`config.mk`:
```
export PLATFORM = sky130hd
export DESIGN_NAME = mc_8x8_array_driver
export DESIGN_NICKNAME = d
export VERILOG_FILES = /design/src/rtl/mc_8x8_array_driver.sv
export SDC_FILE = /design/constraint.sdc
export NUM_CORES = 1
export LEC_CHECK = 0
export ABC_AREA = 1
export CORE_MARGIN = 8
export CORE_UTILIZATION = 25
export DETAILED_ROUTE_END_ITERATION = 16
export GPL_TIMING_DRIVEN = 0
export PLACE_DENSITY_LB_ADDON = 0.2
export REMOVE_ABC_BUFFERS = 1
export SLEW_MARGIN = 20
export SYNTH_ARGS = -nofsm -noshare
export SYNTH_HDL_FRONTEND = slang
export SYNTH_SLANG_ARGS = --single-unit
```
`constraint.sdc`:
```
create_clock -name clk -period 4 [get_ports clk]
set_input_delay 0.4 -clock clk [delete_from_list [all_inputs] [get_ports clk]]
set_output_delay 0.4 -clock clk [all_outputs]
set_load 0.005 [all_outputs]
```
`src/rtl/mc_8x8_array_driver.sv`:
```
// rtl/mc_8x8_array_driver.sv - request sequencer for the 8x8 dual-memristor compute array
// Turns one-shot row write/read requests into registered word, bit and source line waveforms.
module mc_8x8_array_driver #(
  parameter int WR_PULSE  = 2,
  parameter int RD_SETTLE = 1
) (
  input  logic       clk,
  input  logic       rst,
  input  logic       req_valid,
  output logic       req_ready,
  input  logic       req_op,
  input  logic [2:0] req_row,
  input  logic [7:0] req_data,
  input  logic [7:0] req_mask,
  input  logic [7:0] req_din,
  input  logic [7:0] req_dinb,
  output logic       rsp_valid,
  output logic [7:0] rsp_data,
  output logic [3:0] CWLE,
  output logic [3:0] CWLO,
  output logic [7:0] CBLEN,
  output logic [7:0] CBL,
  output logic [7:0] CSL,
  output logic [7:0] DIN,
  output logic [7:0] DINb,
  input  logic [7:0] DOUT
);

  typedef enum logic [2:0] {
    S_IDLE,
    S_W_SETUP,
    S_W_PULSE,
    S_W_HOLD,
    S_R_SETUP,
    S_R_ARM,
    S_R_EVAL,
    S_R_CLOSE
  } state_t;

  localparam logic [3:0] WR_LAST = 4'(WR_PULSE - 1);
  localparam logic [3:0] RD_LAST = 4'(RD_SETTLE - 1);

  state_t     state_q, state_d;
  logic       phase_b_q, phase_b_d;
  logic [3:0] cnt_q, cnt_d;
  logic       ready_q, ready_d;

  logic       f_op_q, f_op_d;
  logic [2:0] f_row_q, f_row_d;
  logic [7:0] f_data_q, f_data_d;
  logic [7:0] f_mask_q, f_mask_d;
  logic [7:0] f_din_q, f_din_d;
  logic [7:0] f_dinb_q, f_dinb_d;

  logic [7:0] dout_q, dout_d;
  logic       rsp_valid_q, rsp_valid_d;
  logic [7:0] rsp_data_q, rsp_data_d;

  // wl is indexed by row number; it is split into the odd/even word line buses at the pins
  logic [7:0] wl_q, wl_d;
  logic [7:0] cblen_q, cblen_d;
  logic [7:0] cbl_q, cbl_d;
  logic [7:0] csl_q, csl_d;
  logic [7:0] din_q, din_d;
  logic [7:0] dinb_q, dinb_d;
  logic [7:0] row_onehot;

  always_comb begin
    state_d     = state_q;
    phase_b_d   = phase_b_q;
    cnt_d       = cnt_q;
    f_op_d      = f_op_q;
    f_row_d     = f_row_q;
    f_data_d    = f_data_q;
    f_mask_d    = f_mask_q;
    f_din_d     = f_din_q;
    f_dinb_d    = f_dinb_q;
    dout_d      = dout_q;
    rsp_valid_d = 1'b0;
    rsp_data_d  = rsp_data_q;

    case (state_q)
      S_IDLE: begin
        if (req_valid && ready_q) begin
          f_op_d    = req_op;
          f_row_d   = req_row;
          f_data_d  = req_data;
          f_mask_d  = req_mask;
          f_din_d   = req_din;
          f_dinb_d  = req_dinb;
          phase_b_d = 1'b0;
          state_d   = req_op ? S_R_SETUP : S_W_SETUP;
        end
      end
      S_W_SETUP: begin
        state_d = S_W_PULSE;
        cnt_d   = WR_LAST;
      end
      S_W_PULSE: begin
        if (cnt_q == 4'd0) begin
          state_d = S_W_HOLD;
        end else begin
          cnt_d = cnt_q - 4'd1;
        end
      end
      S_W_HOLD: begin
        if (!phase_b_q) begin
          phase_b_d = 1'b1;
          state_d   = S_W_SETUP;
        end else begin
          state_d     = S_IDLE;
          rsp_valid_d = 1'b1;
          rsp_data_d  = 8'h00;
        end
      end
      S_R_SETUP: begin
        state_d = S_R_ARM;
      end
      S_R_ARM: begin
        state_d = S_R_EVAL;
        cnt_d   = RD_LAST;
      end
      S_R_EVAL: begin
        if (cnt_q == 4'd0) begin
          state_d = S_R_CLOSE;
          dout_d  = DOUT;
        end else begin
          cnt_d = cnt_q - 4'd1;
        end
      end
      S_R_CLOSE: begin
        state_d     = S_IDLE;
        rsp_valid_d = 1'b1;
        rsp_data_d  = dout_q;
      end
      default: begin
        state_d = S_IDLE;
      end
    endcase
  end

  // Array drives are decoded from the state being entered so every pin is a flop output
  always_comb begin
    row_onehot = 8'd1 << f_row_d;
    wl_d       = 8'h00;
    cblen_d    = 8'h00;
    cbl_d      = 8'h00;
    csl_d      = 8'h00;
    din_d      = 8'h00;
    dinb_d     = 8'h00;
    ready_d    = (state_d == S_IDLE);

    case (state_d)
      S_W_SETUP, S_W_PULSE, S_W_HOLD: begin
        cblen_d = f_mask_d;
        cbl_d   = ~f_data_d;
        csl_d   = phase_b_d ? ~f_data_d : f_data_d;
        if (state_d == S_W_PULSE) begin
          wl_d = row_onehot;
        end
      end
      S_R_SETUP: begin
        csl_d  = 8'hFF;
        din_d  = f_din_d;
        dinb_d = f_dinb_d;
      end
      S_R_ARM: begin
        wl_d   = row_onehot;
        csl_d  = 8'hFF;
        din_d  = f_din_d;
        dinb_d = f_dinb_d;
      end
      S_R_EVAL: begin
        wl_d   = row_onehot;
        din_d  = f_din_d;
        dinb_d = f_dinb_d;
      end
      S_R_CLOSE: begin
        din_d  = f_din_d;
        dinb_d = f_dinb_d;
      end
      default: begin
        wl_d = 8'h00;
      end
    endcase
  end

  always_ff @(posedge clk) begin
    if (rst) begin
      state_q     <= S_IDLE;
      phase_b_q   <= 1'b0;
      cnt_q       <= 4'd0;
      ready_q     <= 1'b1;
      f_op_q      <= 1'b0;
      f_row_q     <= 3'd0;
      f_data_q    <= 8'h00;
      f_mask_q    <= 8'h00;
      f_din_q     <= 8'h00;
      f_dinb_q    <= 8'h00;
      dout_q      <= 8'h00;
      rsp_valid_q <= 1'b0;
      rsp_data_q  <= 8'h00;
      wl_q        <= 8'h00;
      cblen_q     <= 8'h00;
      cbl_q       <= 8'h00;
      csl_q       <= 8'h00;
      din_q       <= 8'h00;
      dinb_q      <= 8'h00;
    end else begin
      state_q     <= state_d;
      phase_b_q   <= phase_b_d;
      cnt_q       <= cnt_d;
      ready_q     <= ready_d;
      f_op_q      <= f_op_d;
      f_row_q     <= f_row_d;
      f_data_q    <= f_data_d;
      f_mask_q    <= f_mask_d;
      f_din_q     <= f_din_d;
      f_dinb_q    <= f_dinb_d;
      dout_q      <= dout_d;
      rsp_valid_q <= rsp_valid_d;
      rsp_data_q  <= rsp_data_d;
      wl_q        <= wl_d;
      cblen_q     <= cblen_d;
      cbl_q       <= cbl_d;
      csl_q       <= csl_d;
      din_q       <= din_d;
      dinb_q      <= dinb_d;
    end
  end

  assign req_ready = ready_q;
  assign rsp_valid = rsp_valid_q;
  assign rsp_data  = rsp_data_q;
  assign CWLO      = {wl_q[6], wl_q[4], wl_q[2], wl_q[0]};
  assign CWLE      = {wl_q[7], wl_q[5], wl_q[3], wl_q[1]};
  assign CBLEN     = cblen_q;
  assign CBL       = cbl_q;
  assign CSL       = csl_q;
  assign DIN       = din_q;
  assign DINb      = dinb_q;

endmodule

```
# After elaboration in Yosys (flattened, before gate mapping)
# Index checks and enable logic that the tools add are counted.
[totals]
out_inout_bits = 58
register_bits = 109
ramBits = 0
latchBits = 0
mem_count = 0
in_bits = 47
elab_cells = 83
rom_bits = 0
[classes]
order_cmp = 0
mul = 0
reduce_logical = 16
div_mod_pow = 0
n_mux = 28
eq_ne = 16
addsub = 1
shift = 1
bitwise_logic = 3
[op_table]
columns = ["op", "count"]
rows = [
  ["2-to-1 mux 8 bit", 11],
  ["case mux 8 bit (2 select lines)", 3],
  ["== test 3 bit (second input constant)", 8],
  ["case mux 3 bit (8 select lines)", 1],
  ["2-to-1 mux 3 bit", 6],
  ["== test 3 x 2 -> 1 bit (second input constant)", 4],
  ["case mux 4 bit (3 select lines)", 1],
  ["OR reduction 2 bit", 5],
  ["NOT 8 bit", 1],
  ["left shift 1 x 3 -> 8 bit (first input constant)", 1],
  ["== test 3 x 1 -> 1 bit (second input constant)", 2],
  ["zero test 3 bit", 2],
  ["AND reduction 2 bit", 3],
  ["zero test 4 bit", 1],
  ["2-to-1 mux 4 bit", 1],
  ["inequality test 2 bit (second input constant)", 2],
  ["case mux 1 bit (2 select lines)", 2],
  ["OR reduction 4 bit", 1],
  ["subtractor 4 x 1 -> 4 bit (second input constant)", 1],
  ["2-to-1 mux 1 bit", 3],
  ["nonzero test 3 bit", 1],
  ["OR reduction 3 bit", 1],
  ["NOT 1 bit", 2],
  ["nonzero test 2 bit", 1],
  ["logical AND 1 bit", 1],
]

# Depth between registers and ports, before layout
# Gate-level depths: netlist of run 1.
[depth]
ltp_word = 7
mapped_depth = 12

# Worst setup path after synthesis of run 1
# No wires, ideal clock.
[synth_timing]
kind = "flip-flop to flip-flop"
startpoint = "reg state_q[0]"
endpoint = "reg cblen_q[1], in the netlist CBLEN[1]"
period_less_slack_ps = 1629
n_path_buf = 2
stages_incl_launch_ff = 12
t_required_ps = 3938
arrival_time_ps = 1567
setup_slack_ps = 2371
path_cell_list = "dfxtp_1 > inv_1 > ha_1 > buf_6 > nor2_4 > nand2_2 > inv_2 > nor2_1 > a21oi_4 > nand3_4 > buf_6 > nor2_2"
[synth_between]
elab_chain_cells = 6
[synth_lines]
columns = ["item", "line_no", "source"]
rows = [
  ["start, declared", "43", "state_t state_q, state_d;"],
  ["start signal, assigned", "210", "state_q <= state_d;"],
  ["== test 3 bit (tied with other cells)", "82", "case (state_q)"],
  ["case mux 3 bit (8 select lines)", "82", ""],
  ["== test 3 x 2 -> 1 bit / == test 3 x 1 -> 1 bit (equally long branches)", "153", "case (state_d)"],
  ["OR reduction 3 bit", "153", ""],
  ["NOT 1 bit (no source line)", "-", ""],
  ["OR reduction 2 bit (no source line)", "-", ""],
  ["end signal, assigned", "224", "cblen_q <= cblen_d;"],
  ["end, declared", "61", "logic [7:0] cblen_q, cblen_d;"],
]
# Several ways; a longest one is shown, not always the timed one.
# A chain may end at the register's enable or synchronous reset.

# Final worst setup path of run 1
[layout_timing]
startpoint = "reg state_q[0]"
endpoint = "reg cbl_q[3], in the netlist CBL[3]"
[layout_between]
elab_chain_cells = 6
[layout_lines]
columns = ["item", "line_no", "source"]
rows = [
  ["== test 3 bit (tied with other cells)", "82", ""],
  ["case mux 3 bit (8 select lines)", "82", ""],
  ["== test 3 x 2 -> 1 bit / == test 3 x 1 -> 1 bit (equally long branches)", "153", ""],
  ["OR reduction 3 bit", "153", ""],
  ["NOT 1 bit (no source line)", "-", ""],
  ["OR reduction 2 bit (no source line)", "-", ""],
  ["end signal, assigned", "225", "cbl_q <= cbl_d;"],
  ["end, declared", "62", "logic [7:0] cbl_q, cbl_d;"],
]
# Several ways; a longest one is shown, not always the timed one.

==> run metrics, run 1 <==
register area share after synthesis 52.9%; cell depth of the worst hold path 2; die width 144 µm; Skew-Pair Late Insertion Delay 0.35 ns; global-route wire length before repair 17700 µm; Via Count 3426; Layout Cells excl Fill 828; final WL 10800 µm; final hold vios 0; final-report max-slew violation count 0; Tmin final 2.41 ns; Top Family by Delay on Critical Path simple AND/OR/NAND/NOR gates; worst path cell trace inv_1, ha_1, nor2_4, nand2_2, inv_2, nor2_1, a21oi_4, nand3_4, nor2_1; CP Launch Type flip-flop; synthesized cell area 0.00412 mm²; Finish-stage setup viols 0; DR vias/cell 4.14; hold buffer count at cts 0; area delta synth->final 35.2%; Lkg Pwr 2.33 nW; post-route cell area 0.00557 mm²; Post-route DRC 0; DRT iter0 DRCs 183; clock sink total 109; Critical Path Most Common Cell nor2_1; Placed Area 0.00529 mm²; Mapped Cells 511; crit path DAT 2.69 ns; post-DP HPWL 7250 µm; CP max FO 24; initial antenna violation count 0; total power 3.89 mW; Final Skew 0.0126 ns; CTS buffer count 9; fin nets 656; final worst-path cycle share 60.2%; largest net degree at the start of global routing 67; H-tree levels 3; remaining global-route overflow 0; # resized after CTS 0; Post-CTS Setup Bufs 0; CTS tree built; Syn. warnings 0; wire per inst 13.1 µm; Synth area leaders dfxtp_1 53%, nand2_1 12%, nor2_1 7.2%; Reg2Reg Depth 9; syn avg cell area 8.07 µm²; max incr delay on CP 0.60 ns; Die Footprint 0.0209 mm²; IO buf count 104; Worst Path Required 4.28 ns; CP Capture Type flip-flop; core footprint 0.0163 mm²; Yosys reg bits 109; Yosys top cell by area dfxtp_1; slowest cell on the critical path a21oi_4; Max Fclk 415 MHz; Placement Setup Slack 1.31 ns; ratio of cells with drive above 1 in the final layout 7.24%; Starting Density 25.2%; MaxCap Viol Count 0; Routability Congestion 0.747; area share of the largest cell type after synthesis 52.9%; pwr dens 698 mW/mm²; relative slew slack 34.1%; commonest non-fill, non-tap cells in the layout 135 x nand2_1, 109 x dfxtp_1, 103 x clkdlybuf4s50_1; Cell variety after synth 31; status complete, no violations; VDD IR max 0.000258 V; clk slew on worst S/H paths 0.08 ns; Crit path depth 9; Rows 47; vias in the first global route 3515; RSZ-0062 raised after global routing false; Tightest Pin Transition 0.985 ns; total track usage 11.0%; 1st-pass router iterations 4; Root Driver clkbuf_16; Routed Antenna Nets 0; Inst Count DP 812; Die H 144 µm; final worst slack 1.59 ns; num ports 105; Setup CP Type flip-flop to flip-flop; HP Class flip-flop to flip-flop; Buf/Inv on CP 2; CTS Buffer Depth 2; most common cell after layout, fill and taps aside nand2_1; diodes inserted 0
[metrics by stage]
step / utilization (%) / TNS (ns) / hold WS, ns
final: 34.1 / 0 / 0.447
after global routing: 34.1 / 0 / 0.469
after CTS: 34.1 / 0 / 0.450
after detailed placement: 32.3 / 0 / 0.438
after global placement: 32.4 / -22.29 / 0.435
after floorplan: - / 0 / 0.426
[area by class of cell]
cell class,instances,area [µm²]
Clock buffer,10,239
Fill cell,1765,10800
Clock inverter,6,46.3
Inverter,43,161
Sequential cell,109,2180
Multi-Input combinational cell,336,1630
Tap cell,220,275
Timing Repair Buffer,104,1040
[per-layer routing]
| metal | vias up | GRT usage, % | routed length (µm) |
|---|---|---|---|
| met3 | 9 | 4.13 | 828 |
| met2 | 75 | 17.7 | 4980 |
| met1 | 1547 | 12.9 | 4850 |
| li1 | 1795 | - | - |
| met4 | 0 | 4.60 | 170 |
| met5 | - | 0 | 0 |
[cells by family after synthesis]
family	share of synthesized area, %
buffers and inverters	7.53
multiplexers	2.43
XOR/XNOR	0.425
adder cells (fa/ha/maj)	1.82
AND/OR/NAND/NOR	29.7
AO/OA/AOI/OAI	5.13
flip-flops	52.9
[power by group]
group | switching, mW | internal, mW | total [mW]
Combinational | 1.04 | 0.577 | 1.61
Clock | 0.413 | 0.443 | 0.856
Sequential | 0.0912 | 1.33 | 1.42
[synthesized netlist by cell type, drive strengths merged]
cell type and count:
clkbuf 7, nand2 141, dfxtp 109, buf 16, nand3 8, nand4 8, mux2i 10, inv 43
ha 6, xor2 2, nor2 93, nand3b 1, o21ai 14, nor4 14, nor3 15, a211oi 1
a21oi 23
[registers in the layout, summed over array words and instances (netlist names), 8 cells and up]
signal    count
f_mask_q      8
CBLEN         8
DINb          8
DIN           8
f_data_q      8
wl_q          8
f_din_q       8
CBL           8
f_dinb_q      8
CSL           8
dout_q        8
rsp_data      8
[final timing paths]
| kind | start | endpoint | slack, ns |
|---|---|---|---|
| setup / recovery | state_q[0] | CBL[3] | 1.59 |
| hold / removal | dout_q[2] | dout_q[2] | 0.45 |
| setup reg to reg | state_q[0] | CBL[3] | 1.59 |
| hold reg to reg | dout_q[2] | dout_q[2] | 0.45 |
[worst reg2reg max path: stages (launching register included)]
cell	delay (ns)
dfxtp_1	0.41
inv_1	0.09
ha_1	0.32
nor2_4	0.12
nand2_2	0.08
inv_2	0.07
nor2_1	0.06
a21oi_4	0.60
nand3_4	0.39
nor2_1	0.21
No activity file was read; power rests on OpenSTA's default activity.
==> run 2: changes to the inputs <==
==> constraint.sdc (replaced) <==
create_clock -name clk -period 2.5 [get_ports clk]
set_input_delay 0.25 -clock clk [delete_from_list [all_inputs] [get_ports clk]]
set_output_delay 0.25 -clock clk [all_outputs]
set_load 0.005 [all_outputs]
==> run metrics, run 2 (same netlist as run 1, synthesis figures left out) <==
Max Fclk 453 MHz (+9.1%); VDD IR max 0.000418 V (+62%); wire per inst 13.3 µm (+1.8%); Final Skew 0.0130 ns (+0.000404 ns); crit path DAT 2.45 ns (-0.24 ns); Die H 144 µm (unchanged); final WL 11100 µm (+2.3%); commonest non-fill, non-tap cells in the layout 135 x nand2_1, 109 x dfxtp_1, 103 x clkdlybuf4s50_1; Starting Density 25.2% (unchanged); slowest cell on the critical path dfxtp_1; Skew-Pair Late Insertion Delay 0.35 ns (about the same); status complete, no violations; DRT iter0 DRCs 153 (-16%); total track usage 11.0% (about the same); Sum Neg Setup Slack 0 ns (unchanged); max incr delay on CP 0.41 ns (-0.19 ns); fin nets 660 (+0.61%); Rows 47 (unchanged); Top Family by Delay on Critical Path simple AND/OR/NAND/NOR gates; CTS Buffer Depth 2 (unchanged); pwr dens 1130 mW/mm² (+62%); Lkg Pwr 2.36 nW (+1.3%); core footprint 0.0163 mm² (unchanged); ratio of cells with drive above 1 in the final layout 7.84% (+0.61 points); CP Launch Type flip-flop; hold slack 0.443 ns (-0.00472 ns); post-DP HPWL 7250 µm (unchanged); Inst Count DP 812 (unchanged); relative slew slack 45.7% (+12 points); Placed Area 0.00529 mm² (unchanged); post-route cell area 0.00563 mm² (+1.1%); filler cell count in the final layout 1759 (-0.34%); clock sink total 109 (unchanged); Routed Antenna Nets 0 (unchanged); HP Class input pin to flip-flop; vias in the first global route 3519 (+0.11%); initial antenna violation count 0 (unchanged); final hold vios 0 (unchanged); worst path cell trace inv_1, ha_1, nand2_1, inv_1, nand2_1, nand2_1, nor2_2, nand3_2, nand3_4, buf_12, nor2_1; clk slew on worst S/H paths 0.08 ns (about the same); 1st-pass router iterations 4 (unchanged); Tightest Pin Transition 0.813 ns (-0.172 ns); area delta synth->final 36.7%; Post-route DRC 0 (unchanged); Setup CP Type flip-flop to flip-flop; Root Driver clkbuf_16; RSZ-0062 raised after global routing false; MaxCap Viol Count 0 (unchanged); most common cell after layout, fill and taps aside nand2_1; Die Footprint 0.0209 mm² (unchanged); Tmin final 2.21 ns (-0.200 ns); die width 144 µm (unchanged); final-report max-slew violation count 0 (unchanged); diodes inserted 0 (unchanged); Routability Congestion 0.747 (unchanged); hold buffer count at cts 0 (unchanged); num ports 105 (unchanged); CTS buffer count 9 (unchanged); DR vias/cell 4.15 (+0.30%); global-route wire length before repair 17800 µm (about the same); remaining global-route overflow 0 (unchanged); Critical Path Most Common Cell nand2_1; IO buf count 104 (unchanged); CP max FO 11 (-54%); H-tree levels 3 (unchanged); CP Capture Type flip-flop; largest net degree at the start of global routing 67 (unchanged); CTS tree built; final worst-path cycle share 88.3% (+28 points); Worst Path Required 2.74 ns (-1.54 ns); total power 6.39 mW (+64%); Finish-stage setup viols 0 (unchanged); Via Count 3453 (+0.79%); Buf/Inv on CP 3 (+1); Layout Cells excl Fill 832 (+0.48%)
[run 2: changes by cell type in the layout (fill, tap and decap cells not counted)]
cell,change
a21oi_2,+1
nand2_4,+1
nand2_2,-1
buf_12,+2
buf_4,+1
[run 2: through the flow]
stage | util, % | worst slack (ns)
floorplan | - | 0.614
global route | 34.5 | 0.0105
global placement | 32.4 | -2.21
CTS | 34.1 | 0.0107
finish | 34.5 | 0.293
detailed placement | 32.3 | -0.0392
[run 2: per-layer routing]
layer,track usage [%],routed length [µm],vias up
met5,0,0,-
met4,4.60,174,0
met3,4.13,886,11
met2,17.6,5020,82
met1,13.0,5000,1551
li1,-,-,1809
[run 2: cell type report]
type / count / area, µm² / area share (%)
Clock inverter: 6 / 46.3 / 0.822
Tap cell: 220 / 275 / 4.89
Timing Repair Buffer: 107 / 1090 / 19.3
Inverter: 43 / 161 / 2.86
Multi-Input combinational cell: 337 / 1640 / 29.2
Sequential cell: 109 / 2180 / 38.7
Clock buffer: 10 / 239 / 4.24
[run 2: final timing paths]
check                  start          to  slack [ns]  cells after the start
setup / recovery  state_q[0]    CBLEN[0]        0.29                     11
hold / removal           rst  f_row_q[1]        0.44                      2
setup reg to reg  state_q[0]    CBLEN[0]        0.29                     11
hold reg to reg    dout_q[2]   dout_q[2]        0.45                      2
[run 2: what timing repair did]
| action | in CTS | in global routing |
|---|---|---|
| setup buffers | 0 | 3 |
| setup endpoints to repair | 1 | 16 |
| gates resized for setup | 1 | 0 |
| pin swaps | 0 | 1 |
| cloned | 0 | 1 |
| hold endpoints to repair | 0 | 0 |
[run 2: power by group]
| group | leakage, nW | internal (mW) | switching (mW) |
|---|---|---|---|
| Clock | 0.135 | 0.709 | 0.659 |
| Combinational | 1.33 | 1.03 | 1.72 |
| Sequential | 0.889 | 2.12 | 0.145 |
